--- config.mk ---
export PLATFORM = sky130hd
export DESIGN_NAME = hash_job_scheduler_flat
export DESIGN_NICKNAME = d
export VERILOG_FILES = /design/src/rtl/hash_sched_pkg.sv /design/src/rtl/hash_job_scheduler_if.sv /design/src/rtl/hash_rr_arbiter2.sv /design/src/rtl/hash_job_scheduler.sv /design/src/flat_wrapper.sv
export SDC_FILE = /design/constraint.sdc
export NUM_CORES = 1
export LEC_CHECK = 0
export CORE_MARGIN = 2
export CORE_UTILIZATION = 28
export CTS_BUF_LIST = sky130_fd_sc_hd__clkbuf_8 sky130_fd_sc_hd__clkbuf_16
export CTS_CLUSTER_DIAMETER = 40
export CTS_CLUSTER_SIZE = 12
export DETAILED_ROUTE_END_ITERATION = 8
export PLACE_DENSITY = 0.79
export SLEW_MARGIN = 20
export SYNTH_ARGS = -nofsm -noshare
export SYNTH_HDL_FRONTEND = slang
export SYNTH_SLANG_ARGS = --single-unit
--- constraint.sdc ---
create_clock -name clk -period 1.6 [get_ports clk]
set_input_delay 0.16 -clock clk [delete_from_list [all_inputs] [get_ports clk]]
set_output_delay 0.16 -clock clk [all_outputs]
set_load 0.1 [all_outputs]
--- src/rtl/hash_sched_pkg.sv ---
// Shared types and constants for the hash_data job scheduler and its arbiter.
package hash_sched_pkg;

    localparam int ADDR_W_DEF         = 11;
    localparam int DATA_W_DEF         = 13;
    localparam int DEG_W_DEF          = 11;
    localparam int START_WAIT_DEF     = 4;
    localparam int TIMEOUT_CYCLES_DEF = 8192;

    localparam int NUM_REQ  = 2;
    localparam int REQ_ENC  = 0;
    localparam int REQ_CONF = 1;

    typedef enum logic [2:0] {
        ST_IDLE      = 3'd0,
        ST_LAUNCH    = 3'd1,
        ST_WAIT_BUSY = 3'd2,
        ST_RUN       = 3'd3,
        ST_FINISH    = 3'd4
    } sched_state_t;

endpackage

--- src/rtl/hash_job_scheduler_if.sv ---
// Requester, engine and bank signals of the scheduler; master = scheduler side.
interface hash_job_scheduler_if
    import hash_sched_pkg::*;
#(
    parameter int ADDR_W = ADDR_W_DEF,
    parameter int DATA_W = DATA_W_DEF,
    parameter int DEG_W  = DEG_W_DEF
) ();

    logic [NUM_REQ-1:0] req;
    logic [DEG_W-1:0]   req_degp0;
    logic [DEG_W-1:0]   req_degp1;
    logic [NUM_REQ-1:0] done;
    logic [NUM_REQ-1:0] err;
    logic [NUM_REQ-1:0] grant;
    logic               eng_start;
    logic [DEG_W-1:0]   eng_degp;
    logic               eng_busy;
    logic [ADDR_W-1:0]  eng_mem_addr;
    logic [DATA_W-1:0]  eng_mem_data;
    logic [ADDR_W-1:0]  bank_addr;
    logic [NUM_REQ-1:0] bank_en;
    logic [DATA_W-1:0]  bank_data0;
    logic [DATA_W-1:0]  bank_data1;

    modport master (
        input  req, req_degp0, req_degp1, eng_busy, eng_mem_addr, bank_data0, bank_data1,
        output done, err, grant, eng_start, eng_degp, eng_mem_data, bank_addr, bank_en
    );

    modport slave (
        output req, req_degp0, req_degp1, eng_busy, eng_mem_addr, bank_data0, bank_data1,
        input  done, err, grant, eng_start, eng_degp, eng_mem_data, bank_addr, bank_en
    );

endinterface

--- src/rtl/hash_rr_arbiter2.sv ---
// Two-way round-robin pick; on a tie the requester that did not own the last job wins.
module hash_rr_arbiter2
    import hash_sched_pkg::*;
(
    input  logic               clk,
    input  logic               rst_n,
    input  logic [NUM_REQ-1:0] req,
    input  logic               update,
    input  logic               owner,
    output logic [NUM_REQ-1:0] pick,
    output logic               pick_valid
);

    logic last_owner_q;
    logic last_owner_d;

    always_comb begin
        last_owner_d = last_owner_q;
        if (update) begin
            last_owner_d = owner;
        end
    end

    // Resetting to the confirm bank lets the encoder win the very first tie.
    always_ff @(posedge clk) begin
        if (!rst_n) begin
            last_owner_q <= 1'(REQ_CONF);
        end else begin
            last_owner_q <= last_owner_d;
        end
    end

    always_comb begin
        pick = '0;
        pick[REQ_ENC]  = req[REQ_ENC]  & (~req[REQ_CONF] | (last_owner_q == 1'(REQ_CONF)));
        pick[REQ_CONF] = req[REQ_CONF] & (~req[REQ_ENC]  | (last_owner_q == 1'(REQ_ENC)));
    end

    assign pick_valid = |req;

endmodule

--- src/rtl/hash_job_scheduler.sv ---
// Grants the shared hash_data engine to one of two requesters and muxes its bank.
// Build option: define HASH_SCHED_TIMEOUT_EN for the RUN watchdog that aborts with err.
module hash_job_scheduler
    import hash_sched_pkg::*;
#(
    parameter int ADDR_W     = ADDR_W_DEF,
    parameter int DATA_W     = DATA_W_DEF,
    parameter int DEG_W      = DEG_W_DEF,
    parameter int START_WAIT = START_WAIT_DEF
`ifdef HASH_SCHED_TIMEOUT_EN
    ,
    parameter int TIMEOUT_CYCLES = TIMEOUT_CYCLES_DEF
`endif
) (
    input  logic                  clk,
    input  logic                  rst_n,
    hash_job_scheduler_if.master  bus
);

    localparam int WAIT_W = (START_WAIT > 1) ? $clog2(START_WAIT) : 1;

    sched_state_t       state_q, state_d;
    logic [NUM_REQ-1:0] grant_q, grant_d;
    logic [DEG_W-1:0]   degp_q, degp_d;
    logic [WAIT_W-1:0]  wait_q, wait_d;

    logic [NUM_REQ-1:0] pick;
    logic               pick_valid;
    logic               arb_update;

`ifdef HASH_SCHED_TIMEOUT_EN
    localparam int RUN_W = (TIMEOUT_CYCLES > 1) ? $clog2(TIMEOUT_CYCLES) : 1;
    logic [RUN_W-1:0]   run_q, run_d;
    logic [NUM_REQ-1:0] err_pulse;
`endif

    hash_rr_arbiter2 u_arb (
        .clk        (clk),
        .rst_n      (rst_n),
        .req        (bus.req),
        .update     (arb_update),
        .owner      (grant_q[REQ_CONF]),
        .pick       (pick),
        .pick_valid (pick_valid)
    );

    always_comb begin
        state_d    = state_q;
        grant_d    = grant_q;
        degp_d     = degp_q;
        wait_d     = wait_q;
        arb_update = 1'b0;
`ifdef HASH_SCHED_TIMEOUT_EN
        run_d      = run_q;
        err_pulse  = '0;
`endif
        case (state_q)
            ST_IDLE: begin
                if (pick_valid) begin
                    grant_d = pick;
                    degp_d  = pick[REQ_CONF] ? bus.req_degp1 : bus.req_degp0;
                    state_d = ST_LAUNCH;
                end
            end
            ST_LAUNCH: begin
                wait_d  = '0;
                state_d = ST_WAIT_BUSY;
            end
            ST_WAIT_BUSY: begin
                if (bus.eng_busy) begin
                    state_d = ST_RUN;
`ifdef HASH_SCHED_TIMEOUT_EN
                    run_d   = '0;
`endif
                end else if (wait_q == WAIT_W'(START_WAIT - 1)) begin
                    // Engine never acknowledged: close it out as a zero-length job.
                    state_d = ST_FINISH;
                end else begin
                    wait_d = wait_q + 1'b1;
                end
            end
            ST_RUN: begin
`ifdef HASH_SCHED_TIMEOUT_EN
                if (!bus.eng_busy) begin
                    state_d = ST_FINISH;
                end else if (run_q == RUN_W'(TIMEOUT_CYCLES - 1)) begin
                    err_pulse  = grant_q;
                    grant_d    = '0;
                    arb_update = 1'b1;
                    state_d    = ST_IDLE;
                end else begin
                    run_d = run_q + 1'b1;
                end
`else
                if (!bus.eng_busy) begin
                    state_d = ST_FINISH;
                end
`endif
            end
            ST_FINISH: begin
                grant_d    = '0;
                arb_update = 1'b1;
                state_d    = ST_IDLE;
            end
            default: begin
                grant_d = '0;
                state_d = ST_IDLE;
            end
        endcase
    end

    always_ff @(posedge clk) begin
        if (!rst_n) begin
            state_q <= ST_IDLE;
            grant_q <= '0;
            degp_q  <= '0;
            wait_q  <= '0;
`ifdef HASH_SCHED_TIMEOUT_EN
            run_q   <= '0;
`endif
        end else begin
            state_q <= state_d;
            grant_q <= grant_d;
            degp_q  <= degp_d;
            wait_q  <= wait_d;
`ifdef HASH_SCHED_TIMEOUT_EN
            run_q   <= run_d;
`endif
        end
    end

    // Memory path adds no latency: the engine sees each bank's native read timing.
    logic [ADDR_W-1:0]  mem_addr;
    logic [DATA_W-1:0]  bank_data [NUM_REQ];
    logic [DATA_W-1:0]  data_term [NUM_REQ];
    logic [NUM_REQ-1:0] bank_en_w;

    assign mem_addr            = bus.eng_mem_addr;
    assign bank_data[REQ_ENC]  = bus.bank_data0;
    assign bank_data[REQ_CONF] = bus.bank_data1;

    genvar gi;
    generate
        for (gi = 0; gi < NUM_REQ; gi++) begin : g_bank
            assign data_term[gi] = grant_q[gi] ? bank_data[gi] : '0;
            assign bank_en_w[gi] = grant_q[gi] & (state_q != ST_IDLE);
        end
    endgenerate

    assign bus.bank_addr    = mem_addr;
    assign bus.bank_en      = bank_en_w;
    assign bus.eng_mem_data = data_term[REQ_ENC] | data_term[REQ_CONF];

    assign bus.grant     = grant_q;
    assign bus.eng_start = (state_q == ST_LAUNCH);
    assign bus.eng_degp  = degp_q;
    assign bus.done      = (state_q == ST_FINISH) ? grant_q : '0;
`ifdef HASH_SCHED_TIMEOUT_EN
    assign bus.err       = err_pulse;
`else
    assign bus.err       = '0;
`endif

endmodule

--- src/flat_wrapper.sv ---
// flat-port wrapper written by rule: the top's interface ports become plain ports
module hash_job_scheduler_flat import hash_sched_pkg::*;
#(
    parameter int ADDR_W     = ADDR_W_DEF,
    parameter int DATA_W     = DATA_W_DEF,
    parameter int DEG_W      = DEG_W_DEF,
    parameter int START_WAIT = START_WAIT_DEF

)
  (clk, rst_n, bus_req, bus_req_degp0, bus_req_degp1, bus_eng_busy, bus_eng_mem_addr, bus_bank_data0, bus_bank_data1, bus_done, bus_err, bus_grant, bus_eng_start, bus_eng_degp, bus_eng_mem_data, bus_bank_addr, bus_bank_en);
  hash_job_scheduler_if #(.ADDR_W(ADDR_W), .DATA_W(DATA_W), .DEG_W(DEG_W)) bus_i ();
  input  logic clk;
  input  logic rst_n;
  input wire logic [$bits(bus_i.req)-1:0] bus_req;
  input wire logic [$bits(bus_i.req_degp0)-1:0] bus_req_degp0;
  input wire logic [$bits(bus_i.req_degp1)-1:0] bus_req_degp1;
  input wire logic [$bits(bus_i.eng_busy)-1:0] bus_eng_busy;
  input wire logic [$bits(bus_i.eng_mem_addr)-1:0] bus_eng_mem_addr;
  input wire logic [$bits(bus_i.bank_data0)-1:0] bus_bank_data0;
  input wire logic [$bits(bus_i.bank_data1)-1:0] bus_bank_data1;
  output wire logic [$bits(bus_i.done)-1:0] bus_done;
  output wire logic [$bits(bus_i.err)-1:0] bus_err;
  output wire logic [$bits(bus_i.grant)-1:0] bus_grant;
  output wire logic [$bits(bus_i.eng_start)-1:0] bus_eng_start;
  output wire logic [$bits(bus_i.eng_degp)-1:0] bus_eng_degp;
  output wire logic [$bits(bus_i.eng_mem_data)-1:0] bus_eng_mem_data;
  output wire logic [$bits(bus_i.bank_addr)-1:0] bus_bank_addr;
  output wire logic [$bits(bus_i.bank_en)-1:0] bus_bank_en;
  assign bus_i.req = bus_req;
  assign bus_i.req_degp0 = bus_req_degp0;
  assign bus_i.req_degp1 = bus_req_degp1;
  assign bus_i.eng_busy = bus_eng_busy;
  assign bus_i.eng_mem_addr = bus_eng_mem_addr;
  assign bus_i.bank_data0 = bus_bank_data0;
  assign bus_i.bank_data1 = bus_bank_data1;
  assign bus_done = bus_i.done;
  assign bus_err = bus_i.err;
  assign bus_grant = bus_i.grant;
  assign bus_eng_start = bus_i.eng_start;
  assign bus_eng_degp = bus_i.eng_degp;
  assign bus_eng_mem_data = bus_i.eng_mem_data;
  assign bus_bank_addr = bus_i.bank_addr;
  assign bus_bank_en = bus_i.bank_en;
  hash_job_scheduler #(.ADDR_W(ADDR_W), .DATA_W(DATA_W), .DEG_W(DEG_W), .START_WAIT(START_WAIT)) u_core (.clk(clk), .rst_n(rst_n), .bus(bus_i));
endmodule
Word-level counts from Yosys, hierarchy flattened:

Cells that the tools add are included.

* add/subtract/negate cells: 1
* eq/ne operators: 10
* mux-type cells: 15
* bitwise logic cells: 11
* reductions and logical operators: 9

Operators with widths (count)
* 2-to-1 mux 13 bit: 2
* OR 13 bit: 1
* 2-to-1 mux 3 bit: 4
* case mux 3 bit (4 select lines): 1
* 2-to-1 mux 11 bit: 1
* 2-to-1 mux 2 bit: 4
* case mux 2 bit (2 select lines): 2
* equality test 3 x 2 -> 1 bit, second input constant: 2
* inequality test 2 bit, second input constant: 3
* AND reduction 3 bit: 2
* AND 1 bit: 4
* NOT 1 bit: 4
* AND reduction 2 bit: 2
* equality test 3 x 1 -> 1 bit, second input constant: 1
* equality test 3 bit, second input constant: 1
* logical NOT 3 bit: 1
* inequality test 3 x 2 -> 1 bit, second input constant: 1
* nonzero test 3 bit: 1
* OR reduction 3 bit: 1
* adder 2 x 1 -> 2 bit, second input constant: 1
* equality test 2 bit, second input constant: 1
* inequality test 2 x 1 -> 1 bit, second input constant: 1
* OR 1 bit: 2
* nonzero test 2 bit: 1
* other kinds (2): 2

* register bits: 19
* input port bits: 64
* output and inout bits: 44
* logic and storage cells: 51

Longest topological paths before layout:

Gate-level depths: netlist of the first run.

* depth after elaboration: 5
* depth in mapped cells: 5
* depth with buffers taken out: 4

By module:

Synthesis of the first run repeated with hierarchy kept, for this count alone.

* cells, all modules: 128
* area, all modules: 1126.1 sq um

Modules (own cells, without submodules)
* hash_job_scheduler: times used 1, cells an instance 121, area an instance 1064.8 sq um, sequential area each 360.3 sq um
* hash_rr_arbiter2: times used 1, cells an instance 7, area an instance 61.3 sq um, sequential area each 20.0 sq um

Worst setup path before layout of the first run:

Ideal clock, no wire load.

* path kind: reg2out
* start: reg u_core.grant_q[0], in the netlist u_core.bus.grant[0]
* end: out bus_bank_en[0]
* arrival time: 2.739 ns
* required time: 1.440 ns
* slack: -1.299 ns
* stages on the path, launching flop included: 3
* buffers on the path: 1
* cells stage by stage: dfxtp_1 clkbuf_1 nor2b_1

* cells in the longest elaborated chain, start to end: 1

Ends and longest elaborated chain
* start: declaration: line hash_job_scheduler.sv:23 `logic [NUM_REQ-1:0] grant_q, grant_d;`
* start signal: assignment: line hash_job_scheduler.sv:123 `grant_q <= grant_d;`
* AND 1 bit: line hash_job_scheduler.sv:146 `assign bank_en_w[gi] = grant_q[gi] & (state_q != ST_IDLE);`
* end: declaration: line flat_wrapper.sv:28 `output wire logic [$bits(bus_i.bank_en)-1:0] bus_bank_en;`

No other way between the ends.

==> summary.md, run 1 <==
| Metric | Value |
|---|---|
| Hold Crit Class | primary input to output port |
| Final TNS setup | 0 ns |
| Critical Path End Type | register |
| Overall Global Routing Usage | 15.2% |
| VDD IR-drop max | 0.557 mV |
| Synth unique cells | 32 |
| Data required, critical path | 1.75 ns |
| Worst Path Buf+Inv | 1 |
| Min Tclk post-route | 1.49 ns |
| Worst R2R Start | u_core.state_q[2] |
| Mapped Cells | 146 |
| Vias in the first global route | 1,307 |
| Antenna violations before repair | 0 |
| Gpl congestion | 0.741 |
| Routed vias | 1,295 |
| Nets@finish | 285 |
| Via-to-Cell Ratio | 4.81 |
| Starting density of the core | 29.3% |
| WL/cell | 13.4 um |
| # fillers | 367 |
| Main flop type after synthesis | dfxtp_1 |
| Most common cell in the netlist | inv_1 |
| Fmax | 670 MHz |
| Reg-to-reg endpoint | u_core.bus.eng_degp[6] |
| Status | complete, no violations |
| Final Power | 2.52 mW |
| Area grow syn2layout | 102% |
| Core region area | 4030 sq um |
| Critical Path Start | rst_n |
| Pwr dens | 1060 nW/um^2 |
| First-pass GRT wire length | 5.56 mm |
| Layout cell share with drive strength beyond 1 | 32.4% |
| Hold buffers post-CTS | 0 |
| Yosys reg bits | 19 |
| Initial DRC Count | 98 |
| Synth async-reset ratio | 0% |
| Final hold violations | 0 |
| Sink Count | 19 |
| Ant diodes | 0 |
| Yosys top cell area share | 32.2% |
| EDFF count, synth | 0 |
| H-tree levels | 1 |
| Seq/Total Area, Yosys | 32.2% |
| Crit path cell chain | clkdlybuf4s50_1 -> nand2b_4 -> or4_4 -> a222oi_1 |
| GRT Residual Overflow | 0 |
| Clock tree from TritonCTS | done |
| Synth Cell Area | 1180 sq um |
| Max-slew violation total from the final report | 0 |
| DP HPWL | 2.90 mm |
| Leak Pwr | 1.01 nW |
| Die H | 69.0 um |
| Clock Path Buffers | 2 |
| Final period utilization | 93.3% |
| Final setup violation count | 0 |
| Ys Warns | 0 |
| Post-synth top cells | inv_1 (23), dfxtp_1 (19), buf_4 (14), nand2_1 (14), a22o_1 (13) |
| Worst setup path end | u_core.bus.eng_degp[6] |
| Clock Latency Late Sink | 0.25 ns |
| Die width | 69.0 um |
| Syn_area_per_cell | 8.09 sq um |
| IO Pins | 108 |
| WP depth | 4 |
| Root buf cell | clkbuf_8 |
| Clock transition at path regs | 0.07 ns |
| Drt drc | 0 |
| Die Area | 4750 sq um |
| Largest net degree at the start of global routing | 18 |
| Yosys top cell by area | dfxtp_1 |
| Final std cells w/o fill | 269 |
| CP Class | primary input to register |
| Worst path max stage delay | 0.57 ns |
| Slowest CP cell | or4_4 |
| Final Skew | 0.00261 ns |
| Setup slack, reg-to-reg | 0.16 ns |
| RSZ-0062 raised after global routing | no |
| Max Cap Viol | 0 |
| 1st-pass router iterations | 5 |
| Critical path launch point type | primary input |
| Largest delay share family, worst path | simple AND/OR/NAND/NOR gates |
| Port bufs | 83 |
| Worst EP arrival | 1.64 ns |
| FF-to-FF path depth | 3 |
| CP max FO | 11 |
| WL final | 3.61 mm |
| Synth area leaders | dfxtp_1 (32%), a22o_1 (9.6%), buf_4 (8.9%) |
| Cell Count Post-Placement | 265 |
| Antenna viol nets, final | 0 |
| FP Rows | 23 |
| Cts bufs inserted | 3 |
## sequential cells by signal (all words and copies together), names as in the netlist
name,flops
u_core.bus.eng_degp,11
u_core.state_q,3
u_core.bus.grant,2
u_core.wait_q,2
u_core.u_arb.last_owner_q,1
## cell usage in the layout (no fill, tap or decap), drive strengths merged
cell	instances
and3	4
nor2	5
o211ai	1
o21ai	3
nand2b	3
ha	1
clkbuf	3
a21bo	2
a21oi	4
nor2b	2
nor3	2
inv	24
conb	2
nor4b	2
a211o	2
a31oi	1
and2	1
nand3	5
a22o	13
and4b	1
nand2	14
a221oi	1
dfxtp	19
nand4b	1
buf	40
clkdlybuf4s50	52
or4	1
a222oi	10
## worst min path at each step
| stage | from | endpoint | slack, ns | cells after the start |
|---|---|---|---|---|
| after global routing | bus_eng_mem_addr[10] | bus_bank_addr[10] | 0.32 | 0 |
| after global placement | bus_eng_mem_addr[9] | bus_bank_addr[9] | 0.32 | 0 |
| after CTS | bus_eng_mem_addr[9] | bus_bank_addr[9] | 0.32 | 0 |
| final | bus_eng_mem_addr[1] | bus_bank_addr[1] | 0.32 | 0 |
| after floorplan | bus_eng_busy | u_core.state_q[2] | 0.24 | 1 |
| after detailed placement | bus_eng_mem_addr[9] | bus_bank_addr[9] | 0.32 | 0 |
## power breakdown
| group | leakage (nW) | total, mW | switching (mW) | internal, mW |
|---|---|---|---|---|
| logic | 0.828 | 1.55 | 0.940 | 0.612 |
| registers | 0.159 | 0.639 | 0.0972 | 0.542 |
| clock network | 0.0269 | 0.333 | 0.162 | 0.171 |
## metrics by stage
step	utilization (%)	setup slack [ns]	hold WS, ns	area [sq um]
final	59.3	0.107	0.320	2390
after global routing	59.3	0.0283	0.320	2390
after CTS	59.2	0.0507	0.321	2390
after detailed placement	58.0	-0.176	0.321	2330
after global placement	58.0	-0.0983	0.321	2330
after floorplan	-	-0.0691	0.237	1230
## worst register-to-register path, delay by kind of cell, from the launching register on
family          cells  cell delay (ns)
compound gates      1             0.32
flops               1             0.31
simple gates        2             0.71
## cells by family (layout without fill, tap and decap cells)
kind of cell,Yosys count,count (layout),synth area share [%]
simple gates,41,41,19.2
flops,19,19,32.2
buf+inv,47,119,21.1
fa+ha+maj,1,1,1.06
compound gates,37,37,26.2
other cells,1,2,0.317
## timing repair
| item | 4_1_cts | 5_1_grt |
|---|---|---|
| setup endpoints to repair | 3 | 4 |
| resized for setup | 2 | 3 |
| buffers inserted | 0 | 0 |
## routing by layer
metal / track usage [%] / vias up / routed length, um
met5: 0 / - / 0
met4: 3.68 / 0 / 23
met3: 4.55 / 6 / 311
met2: 26.0 / 44 / 1850
met1: 18.7 / 598 / 1420
li1: - / 647 / -
## layout make-up
class | count | area (sq um) | area share, %
clock buffer | 3 | 41.3 | 1.73
multi-input combinational | 81 | 601 | 25.1
inverter | 23 | 86.3 | 3.61
tap | 50 | 62.6 | 2.62
clock inverter | 1 | 3.75 | 0.157
sequential | 19 | 388 | 16.2
timing repair buffer | 92 | 1210 | 50.5
No activity file was read; power rests on OpenSTA's default activity.
==> run 2: changes to the inputs <==
--- a/config.mk
+++ b/config.mk
@@ -5,7 +5,7 @@
 export SDC_FILE = /design/constraint.sdc
 export NUM_CORES = 1
 export LEC_CHECK = 0
-export CORE_MARGIN = 2
+export CORE_MARGIN = 5
 export CORE_UTILIZATION = 28
 export CTS_BUF_LIST = sky130_fd_sc_hd__clkbuf_8 sky130_fd_sc_hd__clkbuf_16
 export CTS_CLUSTER_DIAMETER = 40
==> run 2 against run 1 <==
Against the previous run:
- die area up 18%
- clock skew increased by 0.0039 ns
- non-clock buffer count unchanged
- highest routed layer unchanged
- core utilization down 0.45 points
- sequential share of layout area down 0.096 points
- critical endpoint is now bus_bank_en[0]
- cell count stayed put
- critical path depth stayed put
- clock power hardly changed
- count of clock-buffer cells in the layout unchanged
- design area hardly changed
- largest cell class unchanged
- first-iteration DRC count increased by 2.0%
==> summary.md, run 2 (synthesis gave the netlist of run 1 again) <==
| Metric | Value |
|---|---|
| Overall Global Routing Usage | 13.5% (-1.7 points) |
| Logic gate share of total power | 61.8% (+0.3 points) |
| Nets@finish | 285 (unchanged) |
| Hold Startpoint | bus_eng_mem_addr[1] |
| Gpl congestion | 0.799 (+7.8%) |
| Fmax | 651 MHz (-2.7%) |
| Max reg flops | 11 (unchanged) |
| FP Rows | 23 (unchanged) |
| Critical Path End Type | output port |
| Hold Crit Class | primary input to output port |
| Final TNS setup | 0 ns (unchanged) |
| Vias in the first global route | 1,262 (-3.4%) |
| GRT Residual Overflow | 0 (unchanged) |
| Routed vias | 1,283 (-0.93%) |
| IO Pins | 108 (unchanged) |
| Worst EP arrival | 1.38 ns (-0.26 ns) |
| Ant diodes | 0 (unchanged) |
| Via-to-Cell Ratio | 4.77 (-0.93%) |
| M2 GR Usage | 22.8% (-3.1 points) |
| Initial DRC Count | 100 (+2.0%) |
| Pwr dens | 1060 nW/um^2 (+0.28%) |
| Worst R2R Start | u_core.state_q[0] |
| Post-CTS setup buffer count | 0 (unchanged) |
| DP HPWL | 3.31 mm (+14%) |
| Leak Pwr | 1.01 nW (-0.21%) |
| Final std cells w/o fill | 269 (unchanged) |
| Most frequent cells in the layout | clkdlybuf4s50_1 (52), buf_12 (31), inv_1 (23) |
| Layout cell share with drive strength beyond 1 | 32.0% (-0.46 points) |
| WL/cell | 15.3 um (+14%) |
| Switching Power | 1.20 mW (+0.36%) |
| Starting density of the core | 29.1% (-0.21 points) |
| Largest net degree at the start of global routing | 18 (unchanged) |
| Area grow syn2layout | 102% (about the same) |
| Int Pwr | 1.33 mW (+0.11%) |
| Min Tclk post-route | 1.54 ns (+0.0418 ns) |
| Placed Area | 2330 sq um (unchanged) |
| Critical path launch point type | register |
| Clock Power Share | 13.1% (about the same) |
| Worst path max stage delay | 0.53 ns (-0.04 ns) |
| CP Class | register to output port |
| WL final | 4.11 mm (+14%) |
| VDD IR-drop max | 0.756 mV (+36%) |
| Critical Path Start | u_core.state_q[0] |
| Sequential power share | 25.1% (-0.2 points) |
| Max-slew violation total from the final report | 0 (unchanged) |
| Antenna violations before repair | 0 (unchanged) |
| Die width | 75.0 um (+8.7%) |
| Final Skew | 0.00654 ns (+0.00393 ns) |
| Slowest CP cell | dfxtp_1 |
| H-tree levels | 1 (unchanged) |
| Final setup violation count | 0 (unchanged) |
| Crit path cell chain | nor3_2 -> buf_4 -> nor2b_4 -> buf_12 |
| Met3 Usage GRT | 4.67% (+0.13 points) |
| Status | complete, no violations |
| 1st-pass router iterations | 5 (unchanged) |
| Drt drc | 0 (unchanged) |
| Clock transition at path regs | 0.07 ns (about the same) |
| Clock tree from TritonCTS | done |
| Final hold violations | 0 (unchanged) |
| Max Cap Viol | 0 (unchanged) |
| Most crowded layer after global routing | met2 |
| Final Power | 2.53 mW (+0.23%) |
| Final Cell Area | 2390 sq um (about the same) |
| Die H | 75.0 um (+8.7%) |
| Antenna viol nets, final | 0 (unchanged) |
| CP max FO | 9 (-2) |
| Data required, critical path | 1.44 ns (-0.31 ns) |
| Clock Latency Late Sink | 0.26 ns (about the same) |
| Sink Count | 19 (unchanged) |
| Core region area | 4060 sq um (+0.71%) |
| Cts bufs inserted | 3 (unchanged) |
| Port bufs | 83 (unchanged) |
| Commonest non-fill, non-tap cell in the layout | clkdlybuf4s50_1 |
| Final Util | 58.9% (-0.45 points) |
| Clock Path Buffers | 2 (unchanged) |
| Cell Count Post-Placement | 265 (unchanged) |
| Net Sw Frac | 47.6% (+0.062 points) |
| Final period utilization | 95.9% (+2.6 points) |
| Root buf cell | clkbuf_8 |
| # fillers | 328 (-11%) |
| First-pass GRT wire length | 5.89 mm (+5.8%) |
| Met1 usage | 16.6% (-2.2 points) |
| Die Area | 5620 sq um (+18%) |
run 2: cell count changes in the layout (fill, tap and decap cells not counted):
cell      previous run  this run
dfxtp_1             15        17
dfxtp_2              3         1
clkinv_2             0         1
inv_1               24        23
run 2: final timing paths:
kind | to | slack [ns] | depth (start not counted)
max | bus_bank_en[0] | 0.06 | 4
max reg2reg | u_core.bus.eng_degp[10] | 0.12 | 3
min reg2reg | u_core.bus.eng_degp[9] | 0.52 | 2
min | bus_bank_addr[1] | 0.32 | 0
run 2: per-layer routing:
| metal | wire length, um | part of all wire, % |
|---|---|---|
| met5 | 0 | 0 |
| met2 | 2290 | 56 |
| met4 | 49 | 1.2 |
| met3 | 336 | 8.2 |
| met1 | 1430 | 35 |
run 2: layout make-up:
cell class / count / area (sq um) / share of cell area, %
clock inverter: 1 / 5.00 / 0.209
timing repair buffer: 92 / 1210 / 50.6
clock buffer: 3 / 41.3 / 1.73
tap: 50 / 62.6 / 2.62
sequential: 19 / 385 / 16.1
multi-input combinational: 81 / 601 / 25.1
inverter: 23 / 86.3 / 3.61
run 2: power groups by stage:
stage | clock network [mW] | logic, mW | registers (mW)
after floorplan | 0 | 0.718 | 0.973
after global placement | 0 | 1.56 | 0.637
after detailed placement | 0 | 1.57 | 0.638
after CTS | 0.348 | 1.57 | 0.629
after global routing | 0.362 | 1.61 | 0.645
final | 0.333 | 1.56 | 0.634
run 2: critical path, delay by kind of cell (launching register included):
| family | cells | cell delay, ns |
|---|---|---|
| buf+inv | 2 | 0.35 |
| flops | 1 | 0.53 |
| simple gates | 2 | 0.23 |
run 2: timing repair:
item | 4_1_cts | 5_1_grt
endpoints found under the setup margin | 0 | 7
resized for setup | 0 | 3
hold buffers | 0 | 0
endpoints found under the hold margin | 0 | 0
run 2: per-stage QoR:
stage	setup WS [ns]	hold slack [ns]
floorplan	-0.0691	0.237
global placement	-0.110	0.321
detailed placement	-0.162	0.321
CTS	0.0544	0.321
global route	-0.00172	0.320
finish	0.0649	0.320
==> run 3: changes to the inputs <==
--- a/config.mk
+++ b/config.mk
@@ -12,6 +12,7 @@
 export CTS_CLUSTER_SIZE = 12
 export DETAILED_ROUTE_END_ITERATION = 8
 export PLACE_DENSITY = 0.79
+export SETUP_SLACK_MARGIN = 0.15
 export SLEW_MARGIN = 20
 export SYNTH_ARGS = -nofsm -noshare
 export SYNTH_HDL_FRONTEND = slang
==> run 3 against run 2 <==
Against the previous run:
- power grew 2.6%
- non-clock buffer count rose by 3
- die area stayed put
- via count increased by 4.1%
- register-to-register slack gained 0.06 ns
- cell count is 1.5% higher
- core utilization up 1.8 points
- largest power group unchanged
- largest cell class unchanged
- routed wire length grew 2.0%
- sequential cell count unchanged
- clock power increased by 6%
- design area increased by 3.1%
==> summary.md, run 3 (synthesis gave the netlist of run 1 again) <==
| Metric | Value |
|---|---|
| Critical Path Start | u_core.state_q[0] |
| Setup slack, reg-to-reg | 0.18 ns (+0.06 ns) |
| Clock Path Buffers | 2 (unchanged) |
| Die width | 75.0 um (unchanged) |
| Slowest CP cell | dfxtp_2 |
| Area grow syn2layout | 109% |
| Worst path max stage delay | 0.36 ns (-0.17 ns) |
| Final hold violations | 0 (unchanged) |
| Root buf cell | clkbuf_8 |
| Nets@finish | 289 (+1.4%) |
| Area of the multi-input gates | 648 sq um (+7.9%) |
| GRT Residual Overflow | 0 (unchanged) |
| Core region area | 4060 sq um (unchanged) |
| First-pass GRT wire length | 6.18 mm (+4.9%) |
| CP max FO | 7 (-2) |
| Pwr dens | 1050 nW/um^2 (-0.44%) |
| Initial DRC Count | 97 (-3.0%) |
| H-tree levels | 1 (unchanged) |
| Antenna violations before repair | 0 (unchanged) |
| Final period utilization | 92.2% (-3.7 points) |
| Hold buffers post-CTS | 0 (unchanged) |
| Die Area | 5620 sq um (unchanged) |
| Die H | 75.0 um (unchanged) |
| Sink Count | 19 (unchanged) |
| Worst EP arrival | 1.32 ns (-0.06 ns) |
| Leak Pwr | 1.04 nW (+3.1%) |
| Vias in the first global route | 1,368 (+8.4%) |
| Antenna viol nets, final | 0 (unchanged) |
| IO Pins | 108 (unchanged) |
| WL/cell | 15.4 um (+0.48%) |
| Data required, critical path | 1.44 ns (about the same) |
| # fillers | 327 (-0.30%) |
| Hold Crit Class | primary input to output port |
| Placed Area | 2360 sq um (+1.2%) |
| Register area | 388 sq um (+0.65%) |
| Drt drc | 0 (unchanged) |
| Hold_ws | 0.320 ns (unchanged) |
| Hold Startpoint | bus_eng_mem_addr[7] |
| Port bufs | 83 (unchanged) |
| Status | complete, no violations |
| Starting density of the core | 29.1% (unchanged) |
| Crit path cell chain | buf_4 -> nor2_4 -> and3_4 -> buf_12 |
| Clock Latency Late Sink | 0.26 ns (about the same) |
| Worst R2R Start | u_core.state_q[2] |
| Routed vias | 1,335 (+4.1%) |
| Most frequent cells in the layout | clkdlybuf4s50_1 (52), buf_12 (31), inv_1 (23) |
| VDD IR-drop max | 0.802 mV (+6.1%) |
| Ant diodes | 0 (unchanged) |
| Critical Path End Type | output port |
| Clock tree from TritonCTS | done |
| Max reg flops | 11 (unchanged) |
| Max-slew violation total from the final report | 0 (unchanged) |
| RSZ-0062 raised after global routing | yes |
| Fmax | 678 MHz (+4.0%) |
| Clock transition at path regs | 0.08 ns (about the same) |
| Via-to-Cell Ratio | 4.89 (+2.5%) |
| WL final | 4.19 mm (+2.0%) |
| Commonest non-fill, non-tap cell in the layout | clkdlybuf4s50_1 |
| 1st-pass router iterations | 7 (+2) |
| FP Rows | 23 (unchanged) |
| Final setup violation count | 0 (unchanged) |
| Gpl congestion | 0.849 (+6.2%) |
| Final Skew | 0.00818 ns (+0.00163 ns) |
| DP HPWL | 3.27 mm (-1.3%) |
| CP Class | register to output port |
| Critical path launch point type | register |
| Min Tclk post-route | 1.48 ns (-0.0594 ns) |
| Max Cap Viol | 0 (unchanged) |
| Worst Path Buf+Inv | 2 (unchanged) |
| Final Cell Area | 2460 sq um (+3.1%) |
| Cts bufs inserted | 3 (unchanged) |
| Largest delay share family, worst path | flip-flops |
| Overall Global Routing Usage | 14.0% (+0.50 points) |
| Layout cell share with drive strength beyond 1 | 35.0% (+3.0 points) |
| Largest net degree at the start of global routing | 18 (unchanged) |
run 3: final timing paths:
path,endpoint,cells past startpoint
setup reg to reg,u_core.bus.eng_degp[6],3
hold / removal,bus_bank_addr[7],0
setup / recovery,bus_done[1],4
hold reg to reg,u_core.u_arb.last_owner_q,1
run 3: what timing repair did:
item / CTS / global route
gates cloned: 0 / 1
pin swaps: 2 / 4
setup endpoints to repair: 8 / 14
setup buffers: 1 / 1
gates resized for setup: 6 / 3
run 3: worst register-to-register path, stage by stage (launching register included):
cell and delay, ns:
dfxtp_2 0.37, nand2b_4 0.16, or4_4 0.47, a222oi_1 0.32
run 3: final cells by class:
type | instances | area share, %
inverters | 23 | 3.50
clock inverters | 1 | 0.254
clock buffers | 3 | 1.68
flip-flops and latches | 19 | 15.7
repair buffers | 95 | 50.0
multi-input cells | 82 | 26.3
well taps | 50 | 2.54
run 3: per-layer routing:
metal	part of all wire [%]	vias to the layer above	track usage [%]
li1	-	656	-
met1	37	598	16.3
met2	51	71	23.8
met3	11	10	4.54
met4	1.7	0	5.73
met5	0	-	0
run 3: per-stage QoR:
step | setup TNS (ns) | util (%) | instances | setup slack, ns | total power [mW]
after floorplan | 0 | - | 147 | 0.0856 | 1.70
after global placement | -0.432 | 58.2 | 266 | -0.0661 | 2.21
after detailed placement | -0.894 | 58.2 | 266 | -0.116 | 2.22
after CTS | 0 | 60.1 | 271 | 0.122 | 2.60
after global routing | 0 | 60.7 | 273 | 0.0753 | 2.68
final | 0 | 60.7 | 273 | 0.124 | 2.60
run 3: power breakdown:
part	switching [mW]	internal, mW
sequential	0.0869	0.541
combinational	0.975	0.641
clock	0.175	0.177
total	1.24	1.36
